<file path="src/rtl/sweep_pkg.sv">
// Shared definitions for truth-table sweepers.
// Contents:
//   sweep_state_e  sweep controller state encoding (IDLE, RUN, DONE)
//   F_YXZ_TT       truth table of F = y | (~x & z), bit i = F(code i), x = MSB
//   NUM_CODES      number of codes swept for the default 3-input function
//   num_codes()    number of codes for an arbitrary input count
package sweep_pkg;

  typedef enum logic [1:0] {
    IDLE = 2'd0,
    RUN  = 2'd1,
    DONE = 2'd2
  } sweep_state_e;

  localparam logic [7:0] F_YXZ_TT     = 8'hCE;
  localparam int         N_IN_DEFAULT = 3;
  localparam int         NUM_CODES    = 2 ** N_IN_DEFAULT;

  function automatic int num_codes(input int n_in);
    return 32'sd1 << n_in;
  endfunction

endpackage

</file>
<file path="src/rtl/step_timer.sv">
// Step timer: counts 0..STEP_CYCLES-1 while enabled and flags the last cycle
// of each step so a controller knows when to sample and advance.
// Ports:
//   clk    rising-edge clock
//   rst    asynchronous active-high reset, clears the count
//   clear  synchronous clear, has priority over en
//   en     advance the count by one (wrapping to 0 after the last cycle)
//   last   high while the count equals STEP_CYCLES-1
module step_timer #(
  parameter int STEP_CYCLES = 10
) (
  input  logic clk,
  input  logic rst,
  input  logic clear,
  input  logic en,
  output logic last
);

  // A one-cycle step still needs a 1-bit counter; it simply never leaves 0.
  localparam int            W        = (STEP_CYCLES > 1) ? $clog2(STEP_CYCLES) : 1;
  localparam logic [W-1:0]  STEP_MAX = W'(STEP_CYCLES - 1);

  logic [W-1:0] step_q;
  logic [W-1:0] step_d;

  assign last = (step_q == STEP_MAX);

  // Next count: clear wins, otherwise wrap after the last cycle of a step.
  always_comb begin
    step_d = step_q;
    if (clear) begin
      step_d = {W{1'b0}};
    end else if (en) begin
      if (last) begin
        step_d = {W{1'b0}};
      end else begin
        step_d = step_q + W'(1);
      end
    end else begin
      step_d = step_q;
    end
  end

  // Step count register.
  always_ff @(posedge clk or posedge rst) begin
    if (rst) begin
      step_q <= {W{1'b0}};
    end else begin
      step_q <= step_d;
    end
  end

endmodule

</file>
<file path="src/rtl/truth_table_sweeper.sv">
// Truth-table sweeper: drives every input code 0..2^N_IN-1 onto vec, holds
// each for STEP_CYCLES clocks, and on the last cycle of each step checks the
// SOP and POS implementations against each other and against EXPECTED.
// Ports:
//   clk, rst      clock and asynchronous active-high reset
//   start         begin a sweep (ignored while busy)
//   f_sop, f_pos  combinational function outputs driven from vec
//   vec           current input code {x,y,z}
//   busy, done    sweep in progress / sweep complete (done is a level)
//   pass          1 iff the finished sweep had no failing code (valid with done)
//   mismatch_cnt  number of failing codes in the current/last sweep
//   fail_valid    at least one failing code recorded
//   fail_idx      first failing code (valid with fail_valid)
module truth_table_sweeper
  import sweep_pkg::*;
#(
  parameter int                   N_IN        = 3,
  parameter int                   STEP_CYCLES = 10,
  parameter logic [(2**N_IN)-1:0] EXPECTED    = F_YXZ_TT
) (
  input  logic            clk,
  input  logic            rst,
  input  logic            start,
  input  logic            f_sop,
  input  logic            f_pos,
  output logic [N_IN-1:0] vec,
  output logic            busy,
  output logic            done,
  output logic            pass,
  output logic [N_IN:0]   mismatch_cnt,
  output logic            fail_valid,
  output logic [N_IN-1:0] fail_idx
);

  localparam logic [N_IN-1:0] LAST_CODE = N_IN'(num_codes(N_IN) - 1);
  localparam logic [N_IN:0]   CNT_ONE   = {{N_IN{1'b0}}, 1'b1};

  sweep_state_e    state_q, state_d;
  logic [N_IN-1:0] vec_q, vec_d;
  logic            busy_q, busy_d;
  logic            done_q, done_d;
  logic            pass_q, pass_d;
  logic [N_IN:0]   cnt_q, cnt_d;
  logic            fail_valid_q, fail_valid_d;
  logic [N_IN-1:0] fail_idx_q, fail_idx_d;

  logic            timer_clear_s;
  logic            timer_en_s;
  logic            step_last_s;
  logic            code_fail_s;
  logic [N_IN:0]   cnt_inc_s;

  step_timer #(
    .STEP_CYCLES (STEP_CYCLES)
  ) u_step_timer (
    .clk   (clk),
    .rst   (rst),
    .clear (timer_clear_s),
    .en    (timer_en_s),
    .last  (step_last_s)
  );

  // A code fails when the two forms disagree or differ from the table.
  assign code_fail_s = (f_sop != f_pos) || (f_sop != EXPECTED[vec_q]);
  assign cnt_inc_s   = cnt_q + (code_fail_s ? CNT_ONE : {(N_IN+1){1'b0}});

  // Next-state and next-output logic of the sweep controller.
  always_comb begin
    state_d       = state_q;
    vec_d         = vec_q;
    busy_d        = busy_q;
    done_d        = done_q;
    pass_d        = pass_q;
    cnt_d         = cnt_q;
    fail_valid_d  = fail_valid_q;
    fail_idx_d    = fail_idx_q;
    timer_clear_s = 1'b0;
    timer_en_s    = 1'b0;

    case (state_q)
      IDLE, DONE: begin
        if (start) begin
          state_d       = RUN;
          vec_d         = {N_IN{1'b0}};
          busy_d        = 1'b1;
          done_d        = 1'b0;
          pass_d        = 1'b0;
          cnt_d         = {(N_IN+1){1'b0}};
          fail_valid_d  = 1'b0;
          fail_idx_d    = {N_IN{1'b0}};
          timer_clear_s = 1'b1;
        end else begin
          state_d = state_q;
        end
      end
      RUN: begin
        timer_en_s = 1'b1;
        if (step_last_s) begin
          cnt_d = cnt_inc_s;
          if (code_fail_s && !fail_valid_q) begin
            fail_valid_d = 1'b1;
            fail_idx_d   = vec_q;
          end else begin
            fail_valid_d = fail_valid_q;
          end
          // The last code ends the sweep; vec stays on it rather than wrapping.
          if (vec_q == LAST_CODE) begin
            state_d = DONE;
            busy_d  = 1'b0;
            done_d  = 1'b1;
            pass_d  = (cnt_inc_s == {(N_IN+1){1'b0}});
          end else begin
            vec_d = vec_q + N_IN'(1);
          end
        end else begin
          state_d = RUN;
        end
      end
      default: begin
        state_d = IDLE;
        busy_d  = 1'b0;
        done_d  = 1'b0;
        pass_d  = 1'b0;
      end
    endcase
  end

  // Controller state and registered outputs.
  always_ff @(posedge clk or posedge rst) begin
    if (rst) begin
      state_q      <= IDLE;
      vec_q        <= {N_IN{1'b0}};
      busy_q       <= 1'b0;
      done_q       <= 1'b0;
      pass_q       <= 1'b0;
      cnt_q        <= {(N_IN+1){1'b0}};
      fail_valid_q <= 1'b0;
      fail_idx_q   <= {N_IN{1'b0}};
    end else begin
      state_q      <= state_d;
      vec_q        <= vec_d;
      busy_q       <= busy_d;
      done_q       <= done_d;
      pass_q       <= pass_d;
      cnt_q        <= cnt_d;
      fail_valid_q <= fail_valid_d;
      fail_idx_q   <= fail_idx_d;
    end
  end

  assign vec          = vec_q;
  assign busy         = busy_q;
  assign done         = done_q;
  assign pass         = pass_q;
  assign mismatch_cnt = cnt_q;
  assign fail_valid   = fail_valid_q;
  assign fail_idx     = fail_idx_q;

endmodule

</file>
<file path="config.mk">
export PLATFORM = sky130hd
export DESIGN_NAME = truth_table_sweeper
export DESIGN_NICKNAME = d
export VERILOG_FILES = /design/src/rtl/sweep_pkg.sv /design/src/rtl/step_timer.sv /design/src/rtl/truth_table_sweeper.sv
export SDC_FILE = /design/constraint.sdc
export NUM_CORES = 1
export LEC_CHECK = 0
export ABC_CLOCK_PERIOD_IN_PS = 4780
export BUFFER_PORTS_ARGS = -buffer_cell sky130_fd_sc_hd__buf_4
export CAP_MARGIN = 20
export CELL_PAD_IN_SITES_DETAIL_PLACEMENT = 1
export CELL_PAD_IN_SITES_GLOBAL_PLACEMENT = 2
export CORE_ASPECT_RATIO = 2
export CORE_MARGIN = 2
export CORE_UTILIZATION = 38
export CTS_BUF_LIST = sky130_fd_sc_hd__clkbuf_4 sky130_fd_sc_hd__clkbuf_8
export CTS_CLUSTER_DIAMETER = 40
export DETAILED_ROUTE_END_ITERATION = 8
export PLACE_DENSITY = 0.93
export SYNTH_ARGS = -nofsm -noshare
export SYNTH_HDL_FRONTEND = slang
export SYNTH_SLANG_ARGS = --single-unit
</file>
<file path="constraint.sdc">
create_clock -name clk -period 4.78 [get_ports clk]
set_input_delay 0.956 -clock clk [delete_from_list [all_inputs] [get_ports clk]]
set_output_delay 0.956 -clock clk [all_outputs]
set_load 0.005 [all_outputs]
</file>
## Yosys cells after proc, flatten, opt, wreduce, memory -nomap -nowiden

Memory sizes are Yosys's and may differ from the RTL's.
Index checks and enable logic that the tools add are counted.

- Register bits after elaboration: 20
- Bits in read-only memories: 8
- Input port bits: 5
- Output and inout port bits: 14
- Word-level logic and storage cells: 75
- Memories kept: 1

Memories:

| memory | words | width | read ports | clocked after Yosys merged registers in | write ports | RTL line | source |
|---|---|---|---|---|---|---|---|
| (name not given) | 8 | 1 | 1 | 0 | 0 | truth_table_sweeper.sv:64 | `assign code_fail_s = (f_sop != f_pos) \|\| (f_sop != EXPECTED[vec_q]);` |

- Add/subtract/negate cells: 3
- $lt $le $gt $ge: 1
- Eq/ne operators: 12
- Multiplexer cells: 36
- Reductions and logical operators: 13

Operator list:

| cell | count |
|---|---|
| 2-to-1 mux 4 bit | 5 |
| 2-to-1 mux 1 bit | 15 |
| 2-to-1 mux 3 bit | 5 |
| one-hot mux 3 bit (2 select lines) | 2 |
| inequality test 2 bit, second input constant | 5 |
| one-hot mux 1 bit (2 select lines) | 4 |
| one-hot mux 4 bit (2 select lines) | 1 |
| AND reduction 4 bit | 2 |
| 2-to-1 mux 2 bit | 3 |
| AND reduction 3 bit | 2 |
| adder 4 x 1 -> 4 bit | 1 |
| adder 4 x 1 -> 4 bit, second input constant | 1 |
| == test 4 bit, second input constant | 1 |
| zero test 4 bit | 1 |
| less-than comparator 3 x 4 -> 1 bit, second input constant | 1 |
| one-hot mux 2 bit (2 select lines) | 1 |
| nonzero test 2 bit | 2 |
| adder 3 x 1 -> 3 bit, second input constant | 1 |
| == test 3 bit, second input constant | 1 |
| inequality test 3 bit, second input constant | 1 |
| == test 2 x 1 -> 1 bit, second input constant | 1 |
| == test 2 bit, second input constant | 1 |
| zero test 2 bit | 1 |
| inequality test 1 bit | 2 |
| other kinds (5) | 5 |

## Logic depth before layout (Yosys ltp)

- Depth in word-level cells: 10
- Gate-level depth with buffers: 11
- Depth with buffers taken out: 11

## Cells and area by module

A second synthesis with hierarchy kept.

- Cell total of the unflattened synthesis: 105
- Area, all modules: 1103.6 µm²

By module, submodules not included:

| module | times used | cells each | area each (µm²) | seq. area each (µm²) |
|---|---|---|---|---|
| truth_table_sweeper | 1 | 79 | 857.1 | 400.4 |
| step_timer | 1 | 26 | 246.5 | 100.1 |

## Worst setup path after synthesis

Ideal clock, no wire load.

- Path kind: in2reg
- From: in f_sop
- To: reg pass_q, in the netlist pass
- Library setup time: 0.122 ns
- Arrival time: 2.207 ns
- Required time: 4.658 ns
- Slack: 2.452 ns
- Cell stages on the path: 9
- Path buffers: 0
- Path through: nor2_2 > and3_4 > nor2_1 > ha_1 > ha_1 > nor2_1 > a21oi_1 > o22ai_1 > a32o_1

- Cells in the longest elaborated chain, start to end: 8
- Elaborated cells on any way between the ends: 9
- Those cells by class: 1 x add/sub; 2 x eq/ne; 4 x mux; 2 x reduce/logical

Ends and longest elaborated chain:

| item | RTL line | source |
|---|---|---|
| from (decl) | truth_table_sweeper.sv:24 | `input logic f_sop,` |
| inequality test 1 bit | truth_table_sweeper.sv:64 |  |
| logical OR 1 bit * | truth_table_sweeper.sv:64 |  |
| 2-to-1 mux 1 bit * | truth_table_sweeper.sv:65 | `assign cnt_inc_s = cnt_q + (code_fail_s ? CNT_ONE : {(N_IN+1){1'b0}});` |
| adder 4 x 1 -> 4 bit * | truth_table_sweeper.sv:65 |  |
| zero test 4 bit * | truth_table_sweeper.sv:111 | `pass_d = (cnt_inc_s == {(N_IN+1){1'b0}});` |
| 2-to-1 mux 1 bit * | truth_table_sweeper.sv:107 | `if (vec_q == LAST_CODE) begin` |
| 2-to-1 mux 1 bit * | truth_table_sweeper.sv:98 | `if (step_last_s) begin` |
| one-hot mux 1 bit (2 select lines) * | truth_table_sweeper.sv:80 | `case (state_q)` |
| to (signal assigned) | truth_table_sweeper.sv:144 | `pass_q <= pass_d;` |
| to (decl) | truth_table_sweeper.sv:42 | `logic pass_q, pass_d;` |

Mark *: on every way between the ends. The rest lies on a longest branch, timed or not. The select of a mux whose other input is x is not followed.
A chain may end at the register's enable or synchronous reset.

## Final worst setup path

- From: reg vec_q[0], in the netlist vec[0]
- To: reg pass_q, in the netlist pass

- Cells in the longest elaborated chain, start to end: 10
- Elaborated cells on any way between the ends: 13
- Those cells by class: 1 x add/sub; 3 x eq/ne; 5 x mux; 3 x reduce/logical; 1 x memory

Ends and longest elaborated chain:

| item | RTL line | source |
|---|---|---|
| from (decl) | truth_table_sweeper.sv:39 | `logic [N_IN-1:0] vec_q, vec_d;` |
| from (signal assigned) | truth_table_sweeper.sv:132 | `vec_q <= {N_IN{1'b0}};` |
| from (signal assigned) | truth_table_sweeper.sv:141 | `vec_q <= vec_d;` |
| memory (8 x 1 bit) | - |  |
| 2-to-1 mux 1 bit (not written as such) | truth_table_sweeper.sv:64 |  |
| inequality test 1 bit | truth_table_sweeper.sv:64 |  |
| logical OR 1 bit | truth_table_sweeper.sv:64 |  |
| 2-to-1 mux 1 bit | truth_table_sweeper.sv:65 |  |
| adder 4 x 1 -> 4 bit | truth_table_sweeper.sv:65 |  |
| zero test 4 bit | truth_table_sweeper.sv:111 |  |
| 2-to-1 mux 1 bit | truth_table_sweeper.sv:107 |  |
| 2-to-1 mux 1 bit | truth_table_sweeper.sv:98 |  |
| one-hot mux 1 bit (2 select lines) | truth_table_sweeper.sv:80 |  |

Several ways; a longest one is shown, not always the timed one. The select of a mux whose other input is x is not followed.

==> metrics.md <==
| Metric | Value |
|---|---|
| Syn Area/Cell | `9.27 µm²` |
| Final setup viols | `0` |
| Post-synthesis register bit count | `20` |
| First-pass GRT wire length | `5060 µm` |
| CP endpoint | `pass` |
| Drt first pass iters | `4` |
| Ratio of cells with drive above 1 in the final layout | `0.196` |
| Worst setup margin | `roughly 2.3 ns` |
| Most used DFF post-synth | `dfrtp_1` |
| TNS Setup | `0 ns` |
| CP Max Fanout | `5` |
| Leakage power | `0.649 nW` |
| Critical Path Source | `vec[0]` |
| WHS Path Cells | `1` |
| Pre-CTS WS | `between 2 and 2.5 ns` |
| Die footprint | `0.00340 mm²` |
| Share of flip-flops with an asynchronous set or reset | `1.00` |
| Max Cap Viol | `0` |
| Vias in the first global route | `1098` |
| Inserted Clock Buffers | `3` |
| Worst endpoint required time | `around 5 ns` |
| WP data arrival | `2.66 ns` |
| H-Tree Depth | `1` |
| Antenna Cells | `0` |
| Initial Util | `0.402` |
| Bufs on Longest Clock Path | `2` |
| Unrepaired setup endpoints after global routing | `no` |
| Via Count | `973` |
| Post-cts resize count | `0` |
| Vias per inst | `roughly 5.8` |
| Total Routing Usage GR | `0.195` |
| Max Fclk | `399 MHz` |
| Slew headroom | `0.475` |
| Slew @ Worst Pin | `0.787 ns` |
| Final worst path period share | `0.525` |
| CTS Sinks | `20` |
| Net Count, Synth | `132` |
| Crit. End Element | `flip-flop` |
| Final WL | `approximately 3000 µm` |
| Pins Over Slew Limit | `0` |
| Gr ovfl total | `0` |
| Hold bufs inserted after CTS | `0` |
| Netlist cell types | `37` |
| Mapped Cells | `120` |
| Post-synthesis sequential area ratio | `0.450` |
| Core Region | `0.00277 mm²` |
| R2R Path Start | `vec[0]` |
| CTS tree | `done` |
| PD cells | `510 mW/mm²` |
| Worst skew pair latency | `around 0.26 ns` |
| R2r setup slk | `2.27 ns` |
| Worst Skew | `0.00847 ns` |
| Top Ports | `19` |
| Reg clk slew, reported paths | `approximately 0.080 ns` |
| Critical path class | `flip-flop to flip-flop` |
| Status | `complete, no violations` |
| Initial antenna violation count | `0` |
| Die Width | `42.3 µm` |
| Synth Warn # | `0` |
| Hold WC Path Type | `flip-flop to flip-flop` |
| Synth-to-layout area growth | `17.8%` |
| Final ANT Viol Nets | `0` |
| Worst vdd ir | `about 0.23 mV` |
| Hold Fails Final Rpt | `0` |
| Die Ht | `80.5 µm` |
| # rows | `27` |
| Wire length per cell | `17.5 µm` |
| Post CTS Setup Buffer Count | `0` |
| DRC | `0` |
| Hpwl dp | `2260 µm` |
| Post-synth design cell area | `0.00111 mm²` |
| DR iter-0 viols | `19` |
| Nets | `152` |
| Final min period | `2.51 ns` |
| Routability congestion estimate | `approximately 0.84` |
| Largest net degree at the start of global routing | `21` |
| Hold_ws | `just under 0.5 ns` |
| Startpoint Class | `flip-flop` |
| # port buffers | `18` |
| Worst Reg-to-Reg Cells | `11` |
| CTS root buf | `clkbuf_8` |
| Reg-to-reg critical path endpoint | `pass` |
| EDFF count, synth | `0` |
cell families after synthesis:
family	after synthesis	share of synthesized area
AND/OR/NAND/NOR	50	0.237
AO/OA/AOI/OAI	32	0.188
flip-flops	20	0.450
buffers and inverters	10	0.0371
adder cells (fa/ha/maj)	7	0.0787
multiplexers	1	0.00900
worst max-delay path, stage by stage, from the launching register on:
cell	delay, ns
dfrtp_1	0.41
inv_1	0.11
ha_1	0.19
or2_1	0.22
and3_4	0.18
nor2_1	0.25
ha_1	0.26
ha_1	0.26
nor2_1	0.08
a21oi_1	0.11
o22ai_1	0.09
a32o_1	0.25
Yosys cell counts (2+ instances only):
library cell | count | area share
dfrtp_1 | 20 | 0.45
nand2_1 | 20 | 0.067
o21ai_0 | 9 | 0.040
ha_1 | 7 | 0.079
inv_1 | 7 | 0.024
nor2_1 | 7 | 0.024
o31ai_1 | 5 | 0.034
a21oi_1 | 4 | 0.018
and3_1 | 4 | 0.022
nand3_1 | 4 | 0.018
a31oi_1 | 3 | 0.017
o221ai_1 | 3 | 0.024
clkbuf_1 | 2 | 0.0068
nor3_1 | 2 | 0.0090
power by group:
part	switching (mW)	total (mW)	leakage [nW]	internal [mW]
combinational	0.138	0.269	0.379	0.132
sequential	0.0642	0.287	0.249	0.223
clock	0.0554	0.112	0.0216	0.0562
state kept, by name, summed over array words and instances (netlist names):
register             count
done                     1
busy                     1
fail_idx                 3
state_q                  2
pass                     1
fail_valid               1
mismatch_cnt             4
u_step_timer.step_q      4
vec                      3
through the flow:
| step | util | area (µm²) | total power, mW | std cells |
|---|---|---|---|---|
| 6_report | 0.473 | 1310 | 0.668 | 167 |
| 3_5_place_dp | 0.458 | 1270 | 0.562 | 164 |
| 2_1_floorplan | - | 1110 | 0.445 | 120 |
| 3_3_place_gp | 0.458 | 1270 | 0.546 | 164 |
| 4_1_cts | 0.473 | 1310 | 0.673 | 167 |
| 5_1_grt | 0.473 | 1310 | 0.725 | 167 |
layout by cell type (no fill, tap or decap), types with 2 or more instances in the layout:
cell      netlist  routed
a21oi_1         4       4
a31oi_1         3       3
and3_1          4       4
buf_4           1      18
clkbuf_8        0       3
dfrtp_1        20      20
ha_1            7       7
inv_1           7       7
nand2_1        20      20
nand3_1         4       4
nor2_1          7       7
nor3_1          2       2
o21ai_0         9       9
o221ai_1        3       3
o31ai_1         5       5
routing by layer:
| layer | track usage | share of wire | up-vias |
|---|---|---|---|
| met1 | 0.198 | 0.38 | 482 |
| met2 | 0.369 | 0.56 | 17 |
| li1 | - | - | 466 |
| met3 | 0.0270 | 0.023 | 8 |
| met5 | 0 | 0 | - |
| met4 | 0.103 | 0.039 | 0 |
cell type report:
class / instances / area (µm²)
flip-flops and latches: 20 / 500
repair buffers: 18 / 135
well taps: 29 / 36.3
clock buffers: 3 / 41.3
inverters: 7 / 26.3
multi-input cells: 90 / 571
fillers: 340 / 1460
how the worst min path moves through the flow:
stage | start | end | slack [ns]
2_1_floorplan | done | done | 0.47
3_3_place_gp | done | done | 0.47
3_5_place_dp | done | done | 0.48
4_1_cts | done | done | 0.50
5_1_grt | done | done | 0.51
6_report | done | done | 0.49
(Power assumes the default switching activity.)
